--- src/rtl/round_pack.sv ---
// Final FPU stage: rounds a normalised mantissa/exponent pair and packs it into an
// IEEE-754 single-precision word through a two-stage valid/ready pipeline.
module round_pack #(
    parameter int EXP_W  = 8,
    parameter int FRAC_W = 23
) (
    input  logic                      clk,
    input  logic                      rst,
    input  logic                      in_valid,
    output logic                      in_ready,
    input  logic                      sign_in,
    input  logic [FRAC_W+4:0]         mantisa_norm,
    input  logic [EXP_W-1:0]          exp_norm,
    input  logic [1:0]                rmode,
    input  logic [1:0]                special_in,
    output logic                      out_valid,
    input  logic                      out_ready,
    output logic [EXP_W+FRAC_W:0]     result,
    output logic                      flag_overflow,
    output logic                      flag_underflow,
    output logic                      flag_inexact
);

    localparam int MW = FRAC_W + 5;
    localparam logic [EXP_W:0] EXP_ONE = 1;
    localparam logic [EXP_W:0] EXP_MAX = (1 << EXP_W) - 1;

    typedef enum logic [1:0] {
        RM_RNE  = 2'b00,
        RM_RTZ  = 2'b01,
        RM_PINF = 2'b10,
        RM_NINF = 2'b11
    } rmode_t;

    typedef enum logic [1:0] {
        SP_NORMAL = 2'b00,
        SP_INF    = 2'b01,
        SP_NAN    = 2'b10,
        SP_ZERO   = 2'b11
    } special_t;

    logic s2_adv;
    logic s1_adv;
    logic s1_valid;

    assign s2_adv   = !out_valid || out_ready;
    assign s1_adv   = !s1_valid || s2_adv;
    assign in_ready = s1_adv;

    // Stage 1 combinational rounding
    logic [MW-2:0]       m_sh;
    logic [EXP_W:0]      exp_adj;
    logic                bit_g, bit_r, bit_s, bit_l;
    logic                rnd_inexact;
    logic                rnd_inc;
    logic                frac_carry;
    logic [FRAC_W-1:0]   rnd_frac;
    logic                rnd_carry;
    logic                in_zero;
    logic                in_unf;

    always_comb begin
        m_sh    = mantisa_norm[MW-2:0];
        exp_adj = {1'b0, exp_norm};
        if (mantisa_norm[MW-1]) begin
            m_sh    = {mantisa_norm[MW-1:2], mantisa_norm[1] | mantisa_norm[0]};
            exp_adj = exp_adj + EXP_ONE;
        end
        bit_g       = m_sh[2];
        bit_r       = m_sh[1];
        bit_s       = m_sh[0];
        bit_l       = m_sh[3];
        rnd_inexact = bit_g | bit_r | bit_s;
        case (rmode_t'(rmode))
            RM_RNE:  rnd_inc = bit_g & (bit_r | bit_s | bit_l);
            RM_RTZ:  rnd_inc = 1'b0;
            RM_PINF: rnd_inc = rnd_inexact & !sign_in;
            default: rnd_inc = rnd_inexact & sign_in;
        endcase
        // Fraction sum carries into the hidden bit; a mantissa overflow needs that bit set too.
        {frac_carry, rnd_frac} = {1'b0, m_sh[MW-3:3]} + {{FRAC_W{1'b0}}, rnd_inc};
        rnd_carry = frac_carry & m_sh[MW-2];
        in_zero   = (mantisa_norm == '0);
        in_unf    = (exp_norm == '0) && !in_zero;
    end

    logic                s1_sign;
    logic [FRAC_W-1:0]   s1_frac;
    logic                s1_carry;
    logic [EXP_W:0]      s1_exp;
    logic [1:0]          s1_rmode;
    logic [1:0]          s1_special;
    logic                s1_inexact;
    logic                s1_zero;
    logic                s1_unf;

    always_ff @(posedge clk or posedge rst) begin
        if (rst) begin
            s1_valid   <= 1'b0;
            s1_sign    <= 1'b0;
            s1_frac    <= '0;
            s1_carry   <= 1'b0;
            s1_exp     <= '0;
            s1_rmode   <= 2'b00;
            s1_special <= 2'b00;
            s1_inexact <= 1'b0;
            s1_zero    <= 1'b0;
            s1_unf     <= 1'b0;
        end else if (s1_adv) begin
            s1_valid <= in_valid;
            if (in_valid) begin
                s1_sign    <= sign_in;
                s1_frac    <= rnd_frac;
                s1_carry   <= rnd_carry;
                s1_exp     <= exp_adj;
                s1_rmode   <= rmode;
                s1_special <= special_in;
                s1_inexact <= rnd_inexact;
                s1_zero    <= in_zero;
                s1_unf     <= in_unf;
            end
        end
    end

    // Stage 2 combinational exponent adjust and packing
    logic [EXP_W:0]          exp_fin;
    logic [FRAC_W-1:0]       frac_fin;
    logic                    is_ovf;
    logic [EXP_W+FRAC_W:0]   inf_word;
    logic [EXP_W+FRAC_W:0]   max_word;
    logic [EXP_W+FRAC_W:0]   pack_result;
    logic                    pack_ovf;
    logic                    pack_unf;
    logic                    pack_inx;

    always_comb begin
        exp_fin  = s1_carry ? s1_exp + EXP_ONE : s1_exp;
        frac_fin = s1_carry ? '0 : s1_frac;
        is_ovf   = (exp_fin >= EXP_MAX);
        inf_word = {s1_sign, {EXP_W{1'b1}}, {FRAC_W{1'b0}}};
        max_word = {s1_sign, {(EXP_W-1){1'b1}}, 1'b0, {FRAC_W{1'b1}}};

        pack_result = {s1_sign, exp_fin[EXP_W-1:0], frac_fin};
        pack_ovf    = 1'b0;
        pack_unf    = 1'b0;
        pack_inx    = s1_inexact;

        if (special_t'(s1_special) != SP_NORMAL) begin
            pack_inx = 1'b0;
            case (special_t'(s1_special))
                SP_INF:  pack_result = inf_word;
                SP_NAN:  pack_result = {1'b0, {EXP_W{1'b1}}, 1'b1, {(FRAC_W-1){1'b0}}};
                default: pack_result = {s1_sign, {(EXP_W+FRAC_W){1'b0}}};
            endcase
        end else if (s1_zero) begin
            pack_result = {s1_sign, {(EXP_W+FRAC_W){1'b0}}};
            pack_inx    = 1'b0;
        end else if (s1_unf) begin
            pack_result = {s1_sign, {(EXP_W+FRAC_W){1'b0}}};
            pack_unf    = 1'b1;
            pack_inx    = 1'b1;
        end else if (is_ovf) begin
            pack_ovf = 1'b1;
            pack_inx = 1'b1;
            // Directed modes saturate toward the direction they refuse to round past.
            case (rmode_t'(s1_rmode))
                RM_RNE:  pack_result = inf_word;
                RM_RTZ:  pack_result = max_word;
                RM_PINF: pack_result = s1_sign ? max_word : inf_word;
                default: pack_result = s1_sign ? inf_word : max_word;
            endcase
        end
    end

    always_ff @(posedge clk or posedge rst) begin
        if (rst) begin
            out_valid      <= 1'b0;
            result         <= '0;
            flag_overflow  <= 1'b0;
            flag_underflow <= 1'b0;
            flag_inexact   <= 1'b0;
        end else if (s2_adv) begin
            out_valid <= s1_valid;
            if (s1_valid) begin
                result         <= pack_result;
                flag_overflow  <= pack_ovf;
                flag_underflow <= pack_unf;
                flag_inexact   <= pack_inx;
            end
        end
    end

endmodule

--- config.mk ---
export PLATFORM = sky130hd
export DESIGN_NAME = round_pack
export DESIGN_NICKNAME = d
export VERILOG_FILES = /design/src/rtl/round_pack.sv
export SDC_FILE = /design/constraint.sdc
export NUM_CORES = 1
export LEC_CHECK = 0
export ABC_AREA = 1
export BUFFER_PORTS_ARGS = -buffer_cell sky130_fd_sc_hd__buf_4
export CAP_MARGIN = 20
export CORE_UTILIZATION = 30
export DETAILED_ROUTE_END_ITERATION = 16
export GPL_TIMING_DRIVEN = 1
export PLACE_DENSITY = 0.57
export SETUP_SLACK_MARGIN = 0.3
export SLEW_MARGIN = 20
export SYNTH_ARGS = -nofsm -noshare
export SYNTH_HDL_FRONTEND = slang
export SYNTH_SLANG_ARGS = --single-unit
--- constraint.sdc ---
create_clock -name clk -period 4.3 [get_ports clk]
set_clock_uncertainty 0.2 [all_clocks]
set_input_delay 0.645 -clock clk [delete_from_list [all_inputs] [get_ports clk]]
set_output_delay 0.645 -clock clk [all_outputs]
set_load 0.02 [all_outputs]
==> results.cfg, run 1 <==
[outcome]
status = complete, no violations

[yosys]
yosysTopAreaCellShare_pct = 42.9
synth_edf_count = 0
ys.warnings.count = 0
synth-main-ff-cell = dfrtp_1
synth_common_cells = nand2_1 (181), dfrtp_1 (78), inv_1 (59), nor2_1 (54), o21ai_0 (46)
ys_types = 37
async_flop_share_pct = 100
synth.largest_area_cell = dfrtp_1
netlist_top_cells_area = dfrtp_1 (43%), nand2_1 (15%), o21ai_0 (5.1%)
ys_seq_area_share_pct = 42.9
syn_nets = 663
syn_area_mm2 = 0.00455
synth_most_common_cell = nand2_1
yosys_register_bits = 78
syn_inst = 610
syn_avg_cell_area_um2 = 7.45

[placed_design]
dpl.hpwl_um = 9020
place_congestion = 0.881
port_buffers = 81
place_ws_ns = 0.710

[timing]
slew-limit-headroom_pct = 46.9
rsz0062_at_grt = false
tightest_slew_ns = 0.791
finalHoldViolCount = 0
period_share_pct = 75.4
fin_crit_ns = 3.24
setup_violations = 0
fin_tns_setup_ns = 0
holdWs_ns = 0.252
worst_slack_ns = 1.06
fmax_mhz = 308
slew_violations = 0

[clock_tree]
cts_tree = built
clk_pin_slew_ns = 0.06
cts_root_buf = clkbuf_16
cts_buffers = 9
cts_buffer_depth = 2
clk_latency_ns = 0.33
cts_resized = 0
clkSinkCount = 78
cts_hold_buf = 0
cts_setup_buffers = 0
htreeDepth = 3

[setup_path]
cp-startpoint = mantisa_norm[27]
reg2reg_depth = 13
cp_common_cell = nand2_1
cp_max_fo = 49
endpoint_kind = register
crit_chain = buf_4 -> inv_1 -> o21ai_0 -> nor2_1 -> o41ai_1 -> ha_1 -> ha_1 -> nand2_1 -> clkinv_1 -> nand2_1 -> nor2_2 -> nand2_2 -> nor2_4 -> nand3_1 -> nand2_1 -> nand3_1 -> nand2_1
cp_slowest_stage_delay_ns = 0.34
crit_path_top_delay_cell = buf_4
start_kind = primary input
cp.required_ns = 4.37
reg2reg_from = s1_carry$_DFFE_PP0P_
worst_r2r_endpoint = result[22]$_DFFE_PP0P_
cp_data_arrival_time_ns = 3.31
r2r_slack_ns = 1.40
crit_type = primary input to register

[route]
routed_wirelength_um = 11400
vias_per_cell = 4.67
vias = 4076
dr.pass1.iters = 11
wl_per_cell_um = 13.1
ant_nets = 0
drtIter0Drc = 266
remaining_drc_errors = 0

[floorplan]
core_mm2 = 0.0146
core.rowCount = 44
die_w_um = 125
die_height_um = 125
die_area_mm2 = 0.0157
start_util_pct = 31.0
pin_count = 82

[finish]
n_fill_cell = 1533
layout-drive-gt1-share_pct = 19.5
diodes = 0
layout.nets = 736
syn_to_final_growth_pct = 22.8

[worst_hold_path]
hold_class = primary input to async pin

[global_routing]
grt_pass1_vias = 3832
grtUsageTotal_pct = 15.4
grt_max_degree = 50
antenna_found_initial = 0
grt_pass1_wl_um = 19500
overflow = 0

[power_and_ir_drop]
power_w = 0.00238
powerDensity_mw_per_mm2 = 426
leakage_nw = 2.71
vdd_ir_drop_max_uv = 208

[flow_run]
maxCapViolCount = 0
-- routing by layer --
metal / global-route usage, % / share of wire (%)
met5: 0 / 0
met4: 4.30 / 1.0
met3: 2.65 / 3.8
met2: 22.2 / 42
met1: 23.3 / 53
-- where the power goes --
part	total [W]	internal (W)	switching, W	leakage, nW
combinational	0.000651	0.000261	0.000390	1.59
clock	0.000760	0.000480	0.000280	0.146
sequential	0.000967	0.000871	0.0000959	0.974
-- how the worst max path moves through the flow --
stage	cells after the start	slack (ns)	end
final	17	1.06	s1_frac[22]$_DFFE_PP0P_
after global routing	17	0.63	s1_frac[18]$_DFFE_PP0P_
after CTS	17	1.06	s1_frac[22]$_DFFE_PP0P_
after detailed placement	16	0.71	s1_frac[22]$_DFFE_PP0P_
after global placement	17	0.81	s1_frac[22]$_DFFE_PP0P_
after floorplan	17	1.13	s1_frac[22]$_DFFE_PP0P_
-- sequential cells by signal (all words and copies together) (netlist names) --
| register | count |
|---|---|
| result | 32 |
| s1_frac | 23 |
| s1_exp | 9 |
| s1_rmode | 2 |
| s1_special | 2 |
| flag_inexact | 1 |
| flag_overflow | 1 |
| flag_underflow | 1 |
| out_valid | 1 |
| s1_carry | 1 |
| s1_inexact | 1 |
| s1_sign | 1 |
| s1_unf | 1 |
| s1_valid | 1 |
| s1_zero | 1 |
-- layout make-up --
cell class / count / area, um^2 / share of cell area, %
Clock buffer: 13 / 260 / 4.66
Multi-Input combinational cell: 446 / 2220 / 39.7
Sequential cell: 78 / 1950 / 35.0
Clock inverter: 3 / 42.5 / 0.762
Inverter: 62 / 235 / 4.21
Timing Repair Buffer: 86 / 646 / 11.6
Tap cell: 184 / 230 / 4.12
-- layout by cell type, fill, tap and decap left out, types with 3 or more instances in the layout --
master	instances
o21ai_2	11
a31oi_1	6
a21oi_2	10
nor2_1	54
o21ai_1	17
nand2_2	4
inv_1	57
a21oi_1	26
o21ai_0	46
nand2_1	181
clkbuf_16	9
buf_4	86
nand4_1	9
inv_2	3
nand3_1	24
xnor2_1	6
xor2_1	11
ha_1	8
o31ai_1	3
nor4_1	6
dfrtp_1	78
nor3_1	8
-- logic make-up (layout without fill, tap and decap cells) --
family | count (synthesis) | in the layout | synth area share (%)
xor+xnor | 17 | 17 | 3.27
flops | 78 | 78 | 42.9
simple gates | 295 | 295 | 26.9
compound gates | 126 | 126 | 16.3
fa+ha+maj | 8 | 8 | 2.20
buf+inv | 86 | 164 | 8.34
-- critical path, delay by kind of cell --
family                     cells  cell delay [ns]
and+or+nand+nor               10             1.04
buffers and inverters          3             0.64
AOI/OAI and AO/OA              2             0.54
adders and majority gates      2             0.46
-- metrics by stage --
step           util (%)  cells  instance area [um^2]
3_3_place_gp       36.0    856                  5280
3_5_place_dp       36.0    856                  5280
6_report           38.1    872                  5580
4_1_cts            38.1    872                  5580
2_1_floorplan         -    610                  4550
5_1_grt            38.1    872                  5580
Power figures use the tool's default switching activity.
==> run 2, diff against run 1 <==
--- a/config.mk
+++ b/config.mk
@@ -5,13 +5,13 @@
 export SDC_FILE = /design/constraint.sdc
 export NUM_CORES = 1
 export LEC_CHECK = 0
-export ABC_AREA = 1
+export ABC_AREA = 0
 export BUFFER_PORTS_ARGS = -buffer_cell sky130_fd_sc_hd__buf_4
 export CAP_MARGIN = 20
 export CORE_UTILIZATION = 30
 export DETAILED_ROUTE_END_ITERATION = 16
 export GPL_TIMING_DRIVEN = 1
-export PLACE_DENSITY = 0.57
+export PLACE_DENSITY = 0.59
 export SETUP_SLACK_MARGIN = 0.3
 export SLEW_MARGIN = 20
 export SYNTH_ARGS = -nofsm -noshare
==> constraint.sdc (replaced) <==
create_clock -name clk -period 2.95 [get_ports clk]
set_clock_uncertainty 0.2 [all_clocks]
set_input_delay 0.4425 -clock clk [delete_from_list [all_inputs] [get_ports clk]]
set_output_delay 0.4425 -clock clk [all_outputs]
set_load 0.02 [all_outputs]
==> results.cfg, run 2 <==
[yosys]
ys_seq_area_share_pct = 42.2
yosysTopAreaCellShare_pct = 42.2
syn_area_mm2 = 0.00462
async_flop_share_pct = 100
netlist_top_cells_area = dfrtp_1 (42%), nand2_1 (9.3%), a21oi_1 (4.4%)
synth_edf_count = 0
syn_inst = 529
synth.largest_area_cell = dfrtp_1
syn_avg_cell_area_um2 = 8.74
syn_nets = 582
ys.warnings.count = 0
yosys_register_bits = 78
synth_common_cells = nand2_1 (114), dfrtp_1 (78), a21oi_1 (41), o21ai_0 (38), xor2_1 (22)
synth-main-ff-cell = dfrtp_1
ys_types = 47
synth_most_common_cell = nand2_1

[timing]
fmax_mhz = 394
finalHoldViolCount = 0
tightest_slew_ns = 0.683
setup_violations = 0
fin_crit_ns = 2.54
period_share_pct = 86.0
rsz0062_at_grt = true
slew_violations = 0
fin_tns_setup_ns = 0
slew-limit-headroom_pct = 54.5

[setup_path]
reg2reg_depth = 9
cp.required_ns = 3.01
endpoint_kind = register
cp_data_arrival_time_ns = 2.59
start_kind = register
cp_max_fo = 23
crit_type = register to register

[clock_tree]
clkSinkCount = 78
cts_tree = built
cts_buffer_depth = 2
htreeDepth = 3
clk_pin_slew_ns = 0.06
cts_hold_buf = 0
cts_buffers = 9
cts_root_buf = clkbuf_16
clk_latency_ns = 0.34

[floorplan]
die_w_um = 126
core.rowCount = 45
pin_count = 82
core_mm2 = 0.0151
die_area_mm2 = 0.0159
die_height_um = 126
start_util_pct = 30.5

[placed_design]
place_congestion = 0.815
dpl.hpwl_um = 8790
placed_area_mm2 = 0.00548
port_buffers = 81

[finish]
layout_commonest_cell = nand2_1
regMostFlops = result
reg_top3 = result: 32 flops, s1_frac: 23 flops, s1_exp: 9 flops
largest_reg_flops = 32
syn_to_final_growth_pct = 26.3
layout-drive-gt1-share_pct = 25.0
diodes = 0
n_fill_cell = 1492
layout.nets = 651
design_area_mm2 = 0.00584
final_util_pct = 38.6
final_cell_mix = nand2_1 (110), buf_4 (92), dfrtp_1 (76)

[route]
wl_met1_um = 5770
ant_nets = 0
dr.pass1.iters = 5
route.met2.wl_um = 4950
top_layer = met4
wl_per_cell_um = 14.4
vias_per_cell = 4.96
met3_length_um = 418
routed_wirelength_um = 11400
drtIter0Drc = 197
vias = 3926
remaining_drc_errors = 0

[power_and_ir_drop]
vdd_ir_drop_max_uv = 301
powerDensity_mw_per_mm2 = 589
leakage_nw = 2.58

[global_routing]
grt_pass1_vias = 3679
overflow = 0
grtUsageTotal_pct = 14.6
antenna_found_initial = 0
grt_max_degree = 48
grt_pass1_wl_um = 18400

[outcome]
status = complete, no violations

[worst_hold_path]
hold_class = primary input to async pin

[flow_run]
maxCapViolCount = 0
==> run 2: changes by cell type in the layout (fill, tap and decap cells not counted), moves of 15 or more <==
cell     delta
nand2_1    -71
inv_1      -47
nor2_1     -36
mux2i_1    +20
o21ai_0    -17
a21oi_1    +15
==> run 2: critical path: stages (launching register included) <==
cell and delay [ns]:
dfrtp_2 0.47, ha_2 0.26, xnor2_1 0.14, o32ai_1 0.29, nand3_1 0.13, o31ai_2 0.25
buf_4 0.20, buf_4 0.25, a21oi_1 0.09, o21ai_0 0.17
==> run 2: path summary, 6_finish.rpt <==
kind	start	to	slack, ns
worst min register to register	s1_rmode[1]$_DFFE_PP0P_	s1_rmode[1]$_DFFE_PP0P_	0.27
max in group asynchronous	rst	s1_exp[0]$_DFFE_PP0P_	1.84
worst max-delay path	s1_exp[0]$_DFFE_PP0P_	result[21]$_DFFE_PP0P_	0.41
worst min-delay path	rst	result[13]$_DFFE_PP0P_	0.01
worst max register to register	s1_exp[0]$_DFFE_PP0P_	result[21]$_DFFE_PP0P_	0.41
min in group clk	special_in[0]	s1_special[0]$_DFFE_PP0P_	0.13
==> run 2: kinds of logic (layout without fill, tap and decap cells) <==
kind of cell,count (synthesis),after routing,synth area share (%)
simple gates,204,204,20.6
buf+inv,48,122,4.68
compound gates,125,125,17.2
fa+ha+maj,8,8,2.16
xor+xnor,43,43,8.14
mux,23,23,5.06
flops,78,78,42.2
==> run 2: metrics by stage <==
step	setup WS (ns)	power, W	hold slack, ns	cells
floorplan	-0.0382	0.00189	0.246	529
global placement	0.108	0.00222	0.261	773
detailed placement	0.0776	0.00224	0.267	773
CTS	0.304	0.00347	0.0275	789
global route	0.286	0.00361	0.0704	791
finish	0.413	0.00344	0.0108	791
==> run 2: routing by layer <==
metal  vias up  track usage, %
met5         -               0
met1      1841            21.1
met3        15            2.00
met4         0            7.80
li1       1974               -
met2        96            21.1
==> run 2: final cells by class <==
| cell class | count | area [um^2] | share of cell area [%] |
|---|---|---|---|
| inverters | 11 | 41.3 | 0.707 |
| clock buffers | 13 | 270 | 4.63 |
| clock inverters | 3 | 65.1 | 1.11 |
| flip-flops and latches | 78 | 1950 | 33.5 |
| repair buffers | 95 | 742 | 12.7 |
| well taps | 188 | 235 | 4.03 |
| multi-input cells | 403 | 2530 | 43.4 |
==> run 2: where the power goes <==
| part | total, W | leakage, nW | switching, W | internal (W) |
|---|---|---|---|---|
| registers | 0.00137 | 0.976 | 0.000131 | 0.00124 |
| clock network | 0.00122 | 0.166 | 0.000413 | 0.000809 |
| logic | 0.000852 | 1.43 | 0.000490 | 0.000362 |
| total | 0.00344 | 2.58 | 0.00103 | 0.00241 |
==> run 2: timing repair <==
action                                  CTS  global route
resized for setup                         0             5
buffers inserted                          0             2
endpoints found under the setup margin    0            25
